--- src/rtl/spi_slave_pkg.sv ---
// spi_slave_pkg: FSM state encoding and default sizes shared by the SPI slave files.
package spi_slave_pkg;
    typedef enum logic [1:0] {
        IDLE   = 2'd0,
        ACTIVE = 2'd1,
        END    = 2'd2
    } state_t;
    localparam int DEF_DATA_W     = 8;
    localparam int DEF_FIFO_DEPTH = 4;
endpackage

--- src/rtl/spi_slave_fifo.sv ---
// spi_slave_fifo: valid/ready receive FIFO with wrap-bit pointers; a push into a full FIFO is accepted when a pop happens in the same cycle.
module spi_slave_fifo
    import spi_slave_pkg::*;
#(
    parameter int DATA_W = DEF_DATA_W,
    parameter int DEPTH  = DEF_FIFO_DEPTH
) (
    input  logic              clk,
    input  logic              rst_n,
    input  logic [DATA_W-1:0] push_data,
    input  logic              push_valid,
    output logic              push_ready,
    output logic [DATA_W-1:0] pop_data,
    output logic              pop_valid,
    input  logic              pop_ready
);
    localparam int AW = $clog2(DEPTH);
    logic [DATA_W-1:0] mem [DEPTH];
    logic [AW:0] wr_ptr, rd_ptr;
    logic empty, full, do_push, do_pop;
    assign empty      = wr_ptr == rd_ptr;
    assign full       = (wr_ptr[AW] != rd_ptr[AW]) && (wr_ptr[AW-1:0] == rd_ptr[AW-1:0]);
    assign pop_valid  = !empty;
    assign do_pop     = pop_valid && pop_ready;
    assign push_ready = !full || do_pop;
    assign do_push    = push_valid && push_ready;
    // Head reads as zero while empty, so the storage itself needs no reset.
    assign pop_data   = empty ? '0 : mem[rd_ptr[AW-1:0]];
    always_ff @(posedge clk or negedge rst_n) begin
        if (!rst_n) begin
            wr_ptr <= '0;
            rd_ptr <= '0;
        end else begin
            wr_ptr <= do_push ? wr_ptr + (AW+1)'(1) : wr_ptr;
            rd_ptr <= do_pop ? rd_ptr + (AW+1)'(1) : rd_ptr;
        end
    end
    always_ff @(posedge clk) begin
        if (do_push) mem[wr_ptr[AW-1:0]] <= push_data;
    end
endmodule

--- src/rtl/spi_slave_rx.sv ---
// spi_slave_rx: SPI mode-0 slave with oversampled inputs, rx buffering and a tx return word.
// Define SPI_SLAVE_FIFO_EN for a FIFO_DEPTH-entry rx FIFO; otherwise a single holding register.
module spi_slave_rx
    import spi_slave_pkg::*;
#(
    parameter int DATA_W     = DEF_DATA_W,
    parameter int FIFO_DEPTH = DEF_FIFO_DEPTH
) (
    input  logic              clk,
    input  logic              rst_n,
    input  logic              sclk,
    input  logic              nss,
    input  logic              mosi,
    output logic              miso,
    output logic [DATA_W-1:0] rx_data,
    output logic              rx_valid,
    input  logic              rx_ready,
    input  logic [DATA_W-1:0] tx_data,
    input  logic              tx_valid,
    output logic              tx_ready,
    output logic              overrun,
    input  logic              overrun_clr
);
    localparam int CW = $clog2(DATA_W) + 1;
    state_t state_q, state_d;
    logic [1:0] sclk_s, nss_s, mosi_s;
    logic sclk_d, nss_d;
    logic sclk_rise, sclk_fall, nss_fall, nss_rise;
    logic [CW-1:0] bit_cnt;
    logic [DATA_W-1:0] rx_shift, tx_shift, tx_hold;
    logic tx_full, load_tx, shift_rx, shift_tx, push_valid, push_ready;
    always_ff @(posedge clk or negedge rst_n) begin
        if (!rst_n) begin
            sclk_s <= 2'b00;
            nss_s  <= 2'b11;
            mosi_s <= 2'b00;
            sclk_d <= 1'b0;
            nss_d  <= 1'b1;
        end else begin
            sclk_s <= {sclk_s[0], sclk};
            nss_s  <= {nss_s[0], nss};
            mosi_s <= {mosi_s[0], mosi};
            sclk_d <= sclk_s[1];
            nss_d  <= nss_s[1];
        end
    end
    assign sclk_rise = sclk_s[1] && !sclk_d;
    assign sclk_fall = !sclk_s[1] && sclk_d;
    assign nss_fall  = !nss_s[1] && nss_d;
    assign nss_rise  = nss_s[1] && !nss_d;
    always_ff @(posedge clk or negedge rst_n) begin
        if (!rst_n) state_q <= IDLE;
        else        state_q <= state_d;
    end
    always_comb begin
        state_d = state_q;
        if (state_q == IDLE) state_d = nss_fall ? ACTIVE : IDLE;
        else if (nss_rise) state_d = IDLE;
        else if (state_q == END) state_d = ACTIVE;
        else if (sclk_rise && bit_cnt == CW'(DATA_W - 1)) state_d = END;
    end
    // The fall that follows a word's last rise arrives with bit_cnt already cleared, so it must not shift out the freshly loaded MSB.
    always_comb begin
        load_tx    = state_d == ACTIVE && state_q != ACTIVE;
        shift_rx   = state_q == ACTIVE && sclk_rise;
        shift_tx   = state_q == ACTIVE && sclk_fall && bit_cnt != '0;
        push_valid = state_q == END;
        miso       = state_q == IDLE ? 1'b1 : tx_shift[DATA_W-1];
    end
    always_ff @(posedge clk or negedge rst_n) begin
        if (!rst_n) begin
            bit_cnt  <= '0;
            rx_shift <= '0;
            tx_shift <= '1;
            tx_hold  <= '0;
            tx_full  <= 1'b0;
            overrun  <= 1'b0;
        end else begin
            bit_cnt  <= state_q != ACTIVE ? '0 : shift_rx ? bit_cnt + CW'(1) : bit_cnt;
            rx_shift <= shift_rx ? {rx_shift[DATA_W-2:0], mosi_s[1]} : rx_shift;
            tx_shift <= load_tx ? (tx_full ? tx_hold : '1) : shift_tx ? {tx_shift[DATA_W-2:0], 1'b1} : tx_shift;
            tx_hold  <= tx_valid && !tx_full ? tx_data : tx_hold;
            tx_full  <= (tx_full && !load_tx) || (tx_valid && !tx_full);
            overrun  <= push_valid && !push_ready ? 1'b1 : overrun_clr ? 1'b0 : overrun;
        end
    end
    assign tx_ready = !tx_full;
`ifdef SPI_SLAVE_FIFO_EN
    spi_slave_fifo #(
        .DATA_W (DATA_W),
        .DEPTH  (FIFO_DEPTH)
    ) u_fifo (
        .clk        (clk),
        .rst_n      (rst_n),
        .push_data  (rx_shift),
        .push_valid (push_valid),
        .push_ready (push_ready),
        .pop_data   (rx_data),
        .pop_valid  (rx_valid),
        .pop_ready  (rx_ready)
    );
`else
    logic unused_depth;
    assign unused_depth = FIFO_DEPTH[0];
    assign push_ready   = !rx_valid || rx_ready;
    always_ff @(posedge clk or negedge rst_n) begin
        if (!rst_n) begin
            rx_valid <= 1'b0;
            rx_data  <= '0;
        end else if (push_valid && push_ready) begin
            rx_valid <= 1'b1;
            rx_data  <= rx_shift;
        end else if (rx_ready) begin
            rx_valid <= 1'b0;
        end
    end
`endif
endmodule

--- config.mk ---
export PLATFORM = sky130hd
export DESIGN_NAME = spi_slave_rx
export DESIGN_NICKNAME = d
export VERILOG_FILES = /design/src/rtl/spi_slave_pkg.sv /design/src/rtl/spi_slave_fifo.sv /design/src/rtl/spi_slave_rx.sv
export SDC_FILE = /design/constraint.sdc
export NUM_CORES = 1
export LEC_CHECK = 0
export BUFFER_PORTS_ARGS = -buffer_cell sky130_fd_sc_hd__buf_4
export CAP_MARGIN = 20
export CORE_UTILIZATION = 25
export DETAILED_ROUTE_END_ITERATION = 8
export GPL_ROUTABILITY_DRIVEN = 0
export PLACE_DENSITY_LB_ADDON = 0.15
export SYNTH_ARGS = -nofsm -noshare
export SYNTH_HDL_FRONTEND = slang
export SYNTH_SLANG_ARGS = --single-unit
--- constraint.sdc ---
create_clock -name clk -period 1.6 [get_ports clk]
set_input_delay 0.24 -clock clk [delete_from_list [all_inputs] [get_ports clk]]
set_output_delay 0.24 -clock clk [all_outputs]
set_load 0.02 [all_outputs]
==> flow_results.org, run 1 <==
** Power
- Overall power of the completed layout :: ~3100 uW
- The clock network is responsible for between 20% and 30% of the overall power.
- Of the total power, the share spent switching nets is 27.0%.
- Across the VDD grid, the largest voltage drop is about 0.48 mV.
- Total net switching power :: between 800 and 900 uW
- Per report_power, the sequential group accounts for between 50 and 60% of the total.
- In this run the power density over the cells is 1240 mW/mm^2.
- Combinational logic burns between 10% and 20% of the power.
- Leak Pwr :: around 0.0012 uW
- Cell internal pwr :: around 2300 uW

** Synthesis
- The Yosys step of the flow raised 0 warnings.
- Instance count of the mapped netlist :: ~140
- Ranked by total cell area, the synthesized netlist is headed by sky130_fd_sc_hd__dfrtp_1, sky130_fd_sc_hd__dfstp_2, sky130_fd_sc_hd__mux2_2.
- Number of flip-flops and latches in the synthesized netlist :: between 40 and 50
- Summed over its instances, the top area cell type makes up between 40% and 50% of the synthesized netlist area.
- In this run, distinct cell masters in the synthesized netlist total 28.
- The synthesized netlist occupies a cell area of ~0.002 mm^2.
- Sequential element share of the synthesized area :: ~62%
- Summed over all instances, the cell type with the most area after synthesis is sky130_fd_sc_hd__dfrtp_1.
- A synthesized cell averages approximately 14 um^2.
- When the netlist entered floorplanning its net count stood at 160.

** Worst setup path
- Worst reg2reg path startpoint :: bit_cnt[1]
- Measured in cells, the most critical reg-to-reg path has a length of 6.
- Crit path capture type :: flip-flop
- Required time of the critical path :: about 1.8 ns
- STA classifies the critical path startpoint as a flip-flop.
- The setup path with the least slack is of type flip-flop to flip-flop.
- Slack of the worst reg-to-reg path :: ~0.068 ns
- Crit-path max FO :: 8
- The worst register-to-register path ends at tx_shift[7].
- CP Data Arrival Time :: between 1.5 and 2 ns

** Placement
- After detailed placement, the design holds a cell count of around 280.
- Once detailed placement completed, the half-perimeter wirelength came to 2.39 mm.
- During placement, the flow inserted port buffers numbering 27.

** Clocking
- Number of buffers created by CTS :: 5
- After clock tree synthesis, the clock-pin slew on the worst setup and hold paths is approximately 0.09 ns.
- The tree is rooted in a sky130_fd_sc_hd__clkbuf_8.
- Clock latency on the worst-skew pair, taken at its later pin, is ~0.3 ns.
- Clock buffer depth :: 2
- TritonCTS built the clock tree.
- Number of sinks handled by clock tree synthesis :: 49
- After clock tree synthesis, the setup repair step added 0 buffers.
- Max H-tree Level :: 2

** Floorplan
- Area enclosed by the die boundary :: 0.00831 mm^2
- Initial cell density of the core :: between 20% and 30%
- After floorplanning, the core was sized to cover 0.00773 mm^2.
- From bottom edge to top edge, the die measures 91.2 um.
- 28 I/O pins were placed.
- Width of the chip :: 91.2 um
- Number of placement rows :: 32

** STA
- The hold violation count in the final report is 0.
- Subtracting the final worst setup slack from the clock period gives 1.53 ns.
- Max transition margin :: between 50% and 60%
- The max-slew violation total from the final report came to 0.
- Setup repair after global routing could not meet its margin everywhere.
- Post-route setup TNS :: 0 ns
- Across all hold checks on the routed design, the worst slack comes to 0.0402 ns.
- Maximum clock frequency :: 653 MHz
- Between clock sinks in the finished design, the worst skew comes to 0.0101 ns.
- Period utilisation layout :: 95.8%
- Setup violations remaining at the end of the flow were counted as 0.
- Slew at the pin with the worst max-slew slack :: around 0.63 ns

** Drt
- Routed via count divided by cell count :: approximately 4
- Number of optimization iterations in the first detailed-route pass :: 4
- Detailed-route wire length per cell :: ~12 um
- Across all layers, the routed design uses 1123 vias.
- In this run the remaining antenna-violating nets after routing total 0.
- Total routed wirelength :: around 3.4 mm
- In the routed design, unresolved DRC markers number 0.
- The first routing iteration left between 50 and 60 violations.

** Global routing
- Initial antenna violation count :: 0
- Entering global routing, the biggest net connects 50 pins.
- Wire length of the first global-routing pass :: roughly 5.8 mm
- The total overflow left after global routing is 0.
- Aggregate global-route resource usage :: under 10%
- The via count of the first global-routing pass was between 1000 and 1500.

** Final layout
- Leaving out fill and tap cells, the most frequent cells in the layout are sky130_fd_sc_hd__dfrtp_1, sky130_fd_sc_hd__buf_4, sky130_fd_sc_hd__mux2_2, sky130_fd_sc_hd__nor2_1, sky130_fd_sc_hd__mux2i_1.
- Area grow syn2layout :: 26.3%
- Fraction of layout cells with a size suffix above 1 :: a little under half
- The repair_antennas step left the layout with diodes totalling 0.
- The library cell used most frequently in the layout, excluding fill and tap cells, is sky130_fd_sc_hd__dfrtp_1.
- Fillcell total :: 773
- The final layout contains 200 nets.
- The finished layout holds about 290 standard cells, fillers aside.

** Min path
- Hold_sp :: sclk
- Hold-critical path endpoint :: sclk_s[0]
- Along the worst hold path, the cell count comes to 1.
- In this run the worst hold path is classified as input pin to flip-flop.

** Flow run
- The tool flagged a number of max-cap violations equal to 0.

** Run status
- Outcome :: finished clean
## logic make-up (layout without fill, tap and decap cells)
kind of cell	count (synthesis)	after routing	share of synthesized area [%]
flops	49	49	62.4
mux	39	39	21.1
simple gates	29	29	7.30
buf+inv	11	52	2.45
compound gates	8	8	3.65
fa+ha+maj	3	3	1.76
xor+xnor	3	3	1.32
## Yosys cell counts
| library cell | count |
|---|---|
| sky130_fd_sc_hd__a2111oi_4 | 1 |
| sky130_fd_sc_hd__nor2b_1 | 3 |
| sky130_fd_sc_hd__dfrtp_1 | 38 |
| sky130_fd_sc_hd__nor3b_2 | 1 |
| sky130_fd_sc_hd__a21oi_1 | 2 |
| sky130_fd_sc_hd__nand2b_1 | 3 |
| sky130_fd_sc_hd__ha_1 | 2 |
| sky130_fd_sc_hd__mux2_1 | 1 |
| sky130_fd_sc_hd__clkbuf_1 | 3 |
| sky130_fd_sc_hd__nor3b_1 | 1 |
| sky130_fd_sc_hd__a21o_1 | 1 |
| sky130_fd_sc_hd__nor2_1 | 16 |
| sky130_fd_sc_hd__o221a_2 | 1 |
| sky130_fd_sc_hd__o22ai_1 | 1 |
| sky130_fd_sc_hd__maj3_1 | 1 |
| sky130_fd_sc_hd__inv_1 | 6 |
| sky130_fd_sc_hd__nand2_1 | 2 |
| sky130_fd_sc_hd__clkinv_1 | 1 |
| sky130_fd_sc_hd__o21ai_0 | 2 |
| sky130_fd_sc_hd__nand4_1 | 1 |
| sky130_fd_sc_hd__dfstp_2 | 11 |
| sky130_fd_sc_hd__mux2_2 | 23 |
| sky130_fd_sc_hd__xor2_1 | 2 |
| sky130_fd_sc_hd__buf_6 | 1 |
| sky130_fd_sc_hd__mux2i_1 | 15 |
| sky130_fd_sc_hd__xnor2_1 | 1 |
| sky130_fd_sc_hd__or2_2 | 1 |
| sky130_fd_sc_hd__or2b_1 | 1 |
## through the flow
stage	setup WS (ns)	utilization (%)	area [um^2]
after floorplan	0.00554	-	1990
after global placement	0.0801	30.8	2380
after detailed placement	0.0315	30.8	2380
after CTS	0.0273	32.0	2470
after global routing	-0.0146	32.5	2510
final	0.0676	32.5	2510
## power groups by stage
stage	registers, uW	clock network, uW	logic [uW]
2_1_floorplan	1760	0	460
3_3_place_gp	1810	0	601
3_5_place_dp	1830	0	623
4_1_cts	1800	745	628
5_1_grt	1850	795	692
6_report	1800	703	618
## state kept, by name, summed over array words and instances (netlist names)
| name | cells |
|---|---|
| rx_data | 8 |
| rx_shift | 8 |
| tx_hold | 8 |
| tx_shift | 8 |
| bit_cnt | 4 |
| mosi_s | 2 |
| nss_s | 2 |
| sclk_s | 2 |
| state_q | 2 |
| nss_d | 1 |
| overrun | 1 |
| rx_valid | 1 |
| sclk_d | 1 |
| tx_full | 1 |
## worst max-delay path by stage
stage,end,startpoint,cells past startpoint
2_1_floorplan,tx_shift[1],bit_cnt[0],5
3_3_place_gp,rx_shift[2],state_q[1],4
3_5_place_dp,tx_shift[7],state_q[1],5
4_1_cts,tx_shift[7],state_q[1],5
5_1_grt,tx_shift[5],bit_cnt[1],6
6_report,tx_shift[7],bit_cnt[1],6
## timing repair
action                                  CTS  global route
gates resized for setup                   0             4
endpoints found under the setup margin    0             7
hold buffers                              1             0
endpoints found under the hold margin    38             0
## cell type report
cell class	count	area (um^2)	share of cell area, %
well taps	102	128	5.08
clock inverters	1	5.00	0.199
inverters	7	26.3	1.05
repair buffers	37	323	12.9
multi-input cells	82	712	28.4
clock buffers	7	76.3	3.04
flip-flops and latches	49	1240	49.4
## routing by layer
| layer | track usage (%) | vias to the layer above | routed length, um | part of all wire, % |
|---|---|---|---|---|
| li1 | - | 559 | - | - |
| met2 | 13.8 | 16 | 1650 | 48 |
| met1 | 11.6 | 543 | 1630 | 47 |
| met4 | 3.57 | 0 | 51 | 1.5 |
| met5 | 0 | - | 0 | 0 |
| met3 | 2.85 | 5 | 120 | 3.5 |
## critical path, cell delays in order, from the launching register on
cell                        delay, ns
sky130_fd_sc_hd__dfrtp_1         0.37
sky130_fd_sc_hd__inv_1           0.07
sky130_fd_sc_hd__ha_2            0.18
sky130_fd_sc_hd__a2111oi_4       0.38
sky130_fd_sc_hd__buf_12          0.18
sky130_fd_sc_hd__mux2i_1         0.19
sky130_fd_sc_hd__mux2i_1         0.09
Note: power is estimated with default switching activity, not from simulation.
==> run 2: changes to the inputs <==
- PLACE_DENSITY_LB_ADDON: 0.15 -> default
==> run 2 against run 1 <==
Clock power increased by 6.4%. Count of clock-buffer cells in the layout decreased by 1. Worst setup slack improved by 0.0052 ns. Global-route usage decreased by 0.73 points. Utilization decreased by 0.28 points. Final cell count decreased by 0.35%. Maximum frequency increased by 0.34%. Largest cell class unchanged. Highest routed layer unchanged.
==> flow_results.org, run 2 (synthesis gave the netlist of run 1 again) <==
** STA
- Max transition margin :: 59.1% (was 58.3%)
- The final setup skew is 0.00609 ns (was 0.0101 ns).
- The maximum frequency from static timing analysis was 655 MHz (was 653 MHz).
- Setup repair after global routing missed its margin: true (unchanged).
- Worst slack on hold paths :: 0.0429 ns (was 0.0402 ns)
- The total negative slack for setup checks came to 0 ns (unchanged).
- The number of setup violations in the final report came to 0 (unchanged).
- Period utilisation layout :: 95.4% (was 95.8%)
- The actual transition at the worst max-transition pin was 0.614 ns (was 0.626 ns).
- The hold violation count in the final report came to 0 (unchanged).
- The max-slew violation total from the final report came to 0 (unchanged).
- The time the worst path needs with I/O delays and setup was 1.53 ns (about the same).

** Worst setup path
- The arrival time reported for the critical path endpoint is 1.75 ns (about the same).
- The logic depth of the worst setup path including buffers was 6 (unchanged).
- Crit-path max FO :: 8 (unchanged)
- Ordered cell list for the critical path :: inv_1 > ha_2 > a2111oi_4 > buf_12 > mux2i_1 > mux2i_1 (unchanged)
- Element type at the critical path start :: flip-flop (unchanged)
- Crit path capture type :: flip-flop (unchanged)
- The critical path class was flip-flop to flip-flop (unchanged).
- The required time at the worst-slack endpoint came to 1.82 ns (about the same).
- The slowest stage cell on the critical path was sky130_fd_sc_hd__dfrtp_1 (was sky130_fd_sc_hd__a2111oi_4).
- Largest delay contributor family on the critical path :: flip-flops (was compound AO/OA/AOI/OAI gates)
- CP peak stage delay :: 0.38 ns (about the same)
- Worst reg2reg path depth :: 6 (unchanged)
- The most used cell along the critical path is sky130_fd_sc_hd__mux2i_1 (unchanged).
- Combined buffer and inverter count along the critical path :: 2 (unchanged)

** Final layout
- The number of inserted diodes came to 0 (unchanged).
- Area grow syn2layout :: 25.2% (was 26.3%)
- Most used cells in the layout excluding fill and tap cells: sky130_fd_sc_hd__dfrtp_1, sky130_fd_sc_hd__buf_4, sky130_fd_sc_hd__mux2_2, sky130_fd_sc_hd__nor2_1, sky130_fd_sc_hd__mux2i_1 (unchanged).
- The most common cell after layout, fill and taps aside is sky130_fd_sc_hd__dfrtp_1 (unchanged).
- The fraction of final layout cells with drive strength greater than 1 came to 45.1% (was 45.9%).
- Nets :: 199 (was 200)

** Clocking
- The H-tree level count came to 2 (unchanged).
- Number of buffers inserted to repair setup after CTS :: 0 (unchanged)
- The clock-pin slew on the worst setup and hold paths came to 0.09 ns (about the same).
- The number of clock buffers inserted by TritonCTS was 5 (unchanged).
- The post-cts repair resize count came to 0 (unchanged).
- Clock buffer depth :: 2 (unchanged)
- The TritonCTS clock tree was yes (unchanged).
- Source-to-sink clock delay at the later pin of the worst-skew pair :: 0.29 ns (was 0.30 ns)
- The root buffer cell was sky130_fd_sc_hd__clkbuf_8 (unchanged).
- Number of sinks handled by clock tree synthesis :: 49 (unchanged)

** Global routing
- Maximum number of pins on one net before global-route repair :: 50 (unchanged)
- The wire length of the first global-routing pass is 5.26 mm (was 5.83 mm).
- Initial antenna violation count :: 0 (unchanged)
- The global-route usage over all layers is 8.20% (was 8.94%).
- The overall overflow remaining after global route is 0 (unchanged).
- Vias in the first global route :: 1103 (was 1190)

** Min path
- Kind of path behind the tightest hold check :: input pin to flip-flop (unchanged)
- The number of cells on the worst hold path is 1 (unchanged).

** Placement
- The number of buffers added on ports came to 27 (unchanged).
- DP Wirelength :: 2.20 mm (was 2.39 mm)

** Power
- Clock group share of total power :: 23.7% (was 22.5%)
- The highest ir drop seen on vdd was 0.485 mV (was 0.479 mV).
- Power per cell area :: 1270 mW/mm^2 (was 1240 mW/mm^2)
- The combinational fraction of design power came to 19.4% (was 19.8%).
- Total net switching power :: 839 uW (was 843 uW)
- Fraction of power spent switching nets :: 26.6% (was 27.0%)
- Cell internal pwr :: 2320 uW (was 2280 uW)
- Share of power burned in registers :: 56.9% (was 57.7%)
- The leakage power summed over all cells came to 0.00116 uW (about the same).
- The total design power is 3150 uW (was 3120 uW).

** Floorplan
- Number of placement rows :: 32 (unchanged)
- The overall die area came to 0.00831 mm^2 (unchanged).
- The area inside the core boundary came to 0.00773 mm^2 (unchanged).
- The die width came to 91.2 um (unchanged).
- Die span in y :: 91.2 um (unchanged)
- The starting utilization of the core area is 25.7% (unchanged).
- Number of ports placed on the die boundary :: 28 (unchanged)

** Run status
- Outcome: finished clean (unchanged).

** Drt
- The count of unresolved DRC violations after routing was 0 (unchanged).
- Total routed wirelength :: 3.10 mm (was 3.45 mm)
- Routed via count divided by cell count :: 4.03 (was 3.94)
- Number of vias in the routed layout :: 1145 (was 1123)
- Remaining number of nets flagged by the antenna check after routing :: 0 (unchanged)
- Number of DRC markers after the initial detailed-route iteration :: 26 (was 59)
- The count of TritonRoute iterations in the first routing pass came to 4 (unchanged).
- The final routed wire length divided by cell count is 10.9 um (was 12.1 um).

** Flow run
- The max-cap violation count came to 0 (unchanged).
-- run 2: power groups by stage --
stage                     sequential, uW  combinational, uW  clock (uW)
after floorplan                     1760                460           0
after global placement              1820                609           0
after detailed placement            1820                623           0
after CTS                           1800                626         782
after global routing                1850                680         837
final                               1800                611         748
-- run 2: metal layers --
| metal | vias up | global-route usage, % | part of all wire (%) | wire length, um |
|---|---|---|---|---|
| li1 | 558 | - | - | - |
| met1 | 562 | 10.8 | 49 | 1530 |
| met2 | 20 | 12.2 | 45 | 1400 |
| met3 | 5 | 2.43 | 3.7 | 114 |
| met4 | 0 | 3.97 | 1.7 | 53 |
| met5 | - | 0 | 0 | 0 |
-- run 2: what timing repair did --
action / in CTS / in global routing
endpoints found under the hold margin: 38 / 0
hold buffers: 1 / 0
endpoints found under the setup margin: 0 / 1
-- run 2: worst register-to-register path, cell delays in order, from the launching register on --
cell	delay, ns
sky130_fd_sc_hd__dfrtp_1	0.38
sky130_fd_sc_hd__inv_1	0.07
sky130_fd_sc_hd__ha_2	0.18
sky130_fd_sc_hd__a2111oi_4	0.34
sky130_fd_sc_hd__buf_12	0.17
sky130_fd_sc_hd__mux2i_1	0.21
sky130_fd_sc_hd__mux2i_1	0.09
-- run 2: path summary, 6_finish.rpt --
| kind | slack, ns | start | endpoint |
|---|---|---|---|
| worst max-delay path | 0.07 | bit_cnt[1] | tx_shift[2] |
| worst min-delay path | 0.04 | sclk | sclk_s[0] |
| worst max register to register | 0.07 | bit_cnt[1] | tx_shift[2] |
| worst min register to register | 0.36 | nss_s[0] | nss_s[1] |
| max in group asynchronous | 0.69 | rst_n | rx_data[4] |
| min in group asynchronous | 0.49 | rst_n | bit_cnt[0] |
-- run 2: through the flow --
step / instances / setup WS, ns / cell area [um^2] / utilization, %
finish: 284 / 0.0728 / 2490 / 32.2
global route: 284 / -0.0102 / 2490 / 32.2
CTS: 284 / 0.0619 / 2490 / 32.2
detailed placement: 275 / 0.0898 / 2380 / 30.8
global placement: 275 / 0.120 / 2380 / 30.8
floorplan: 142 / 0.00554 / 1990 / -
-- run 2: layout make-up --
class / instances / area, um^2
repair buffers: 36 / 298
flip-flops and latches: 49 / 1240
clock inverters: 2 / 13.8
clock buffers: 6 / 82.6
multi-input cells: 82 / 702
inverters: 7 / 26.3
well taps: 102 / 128
fillers: 786 / 5240
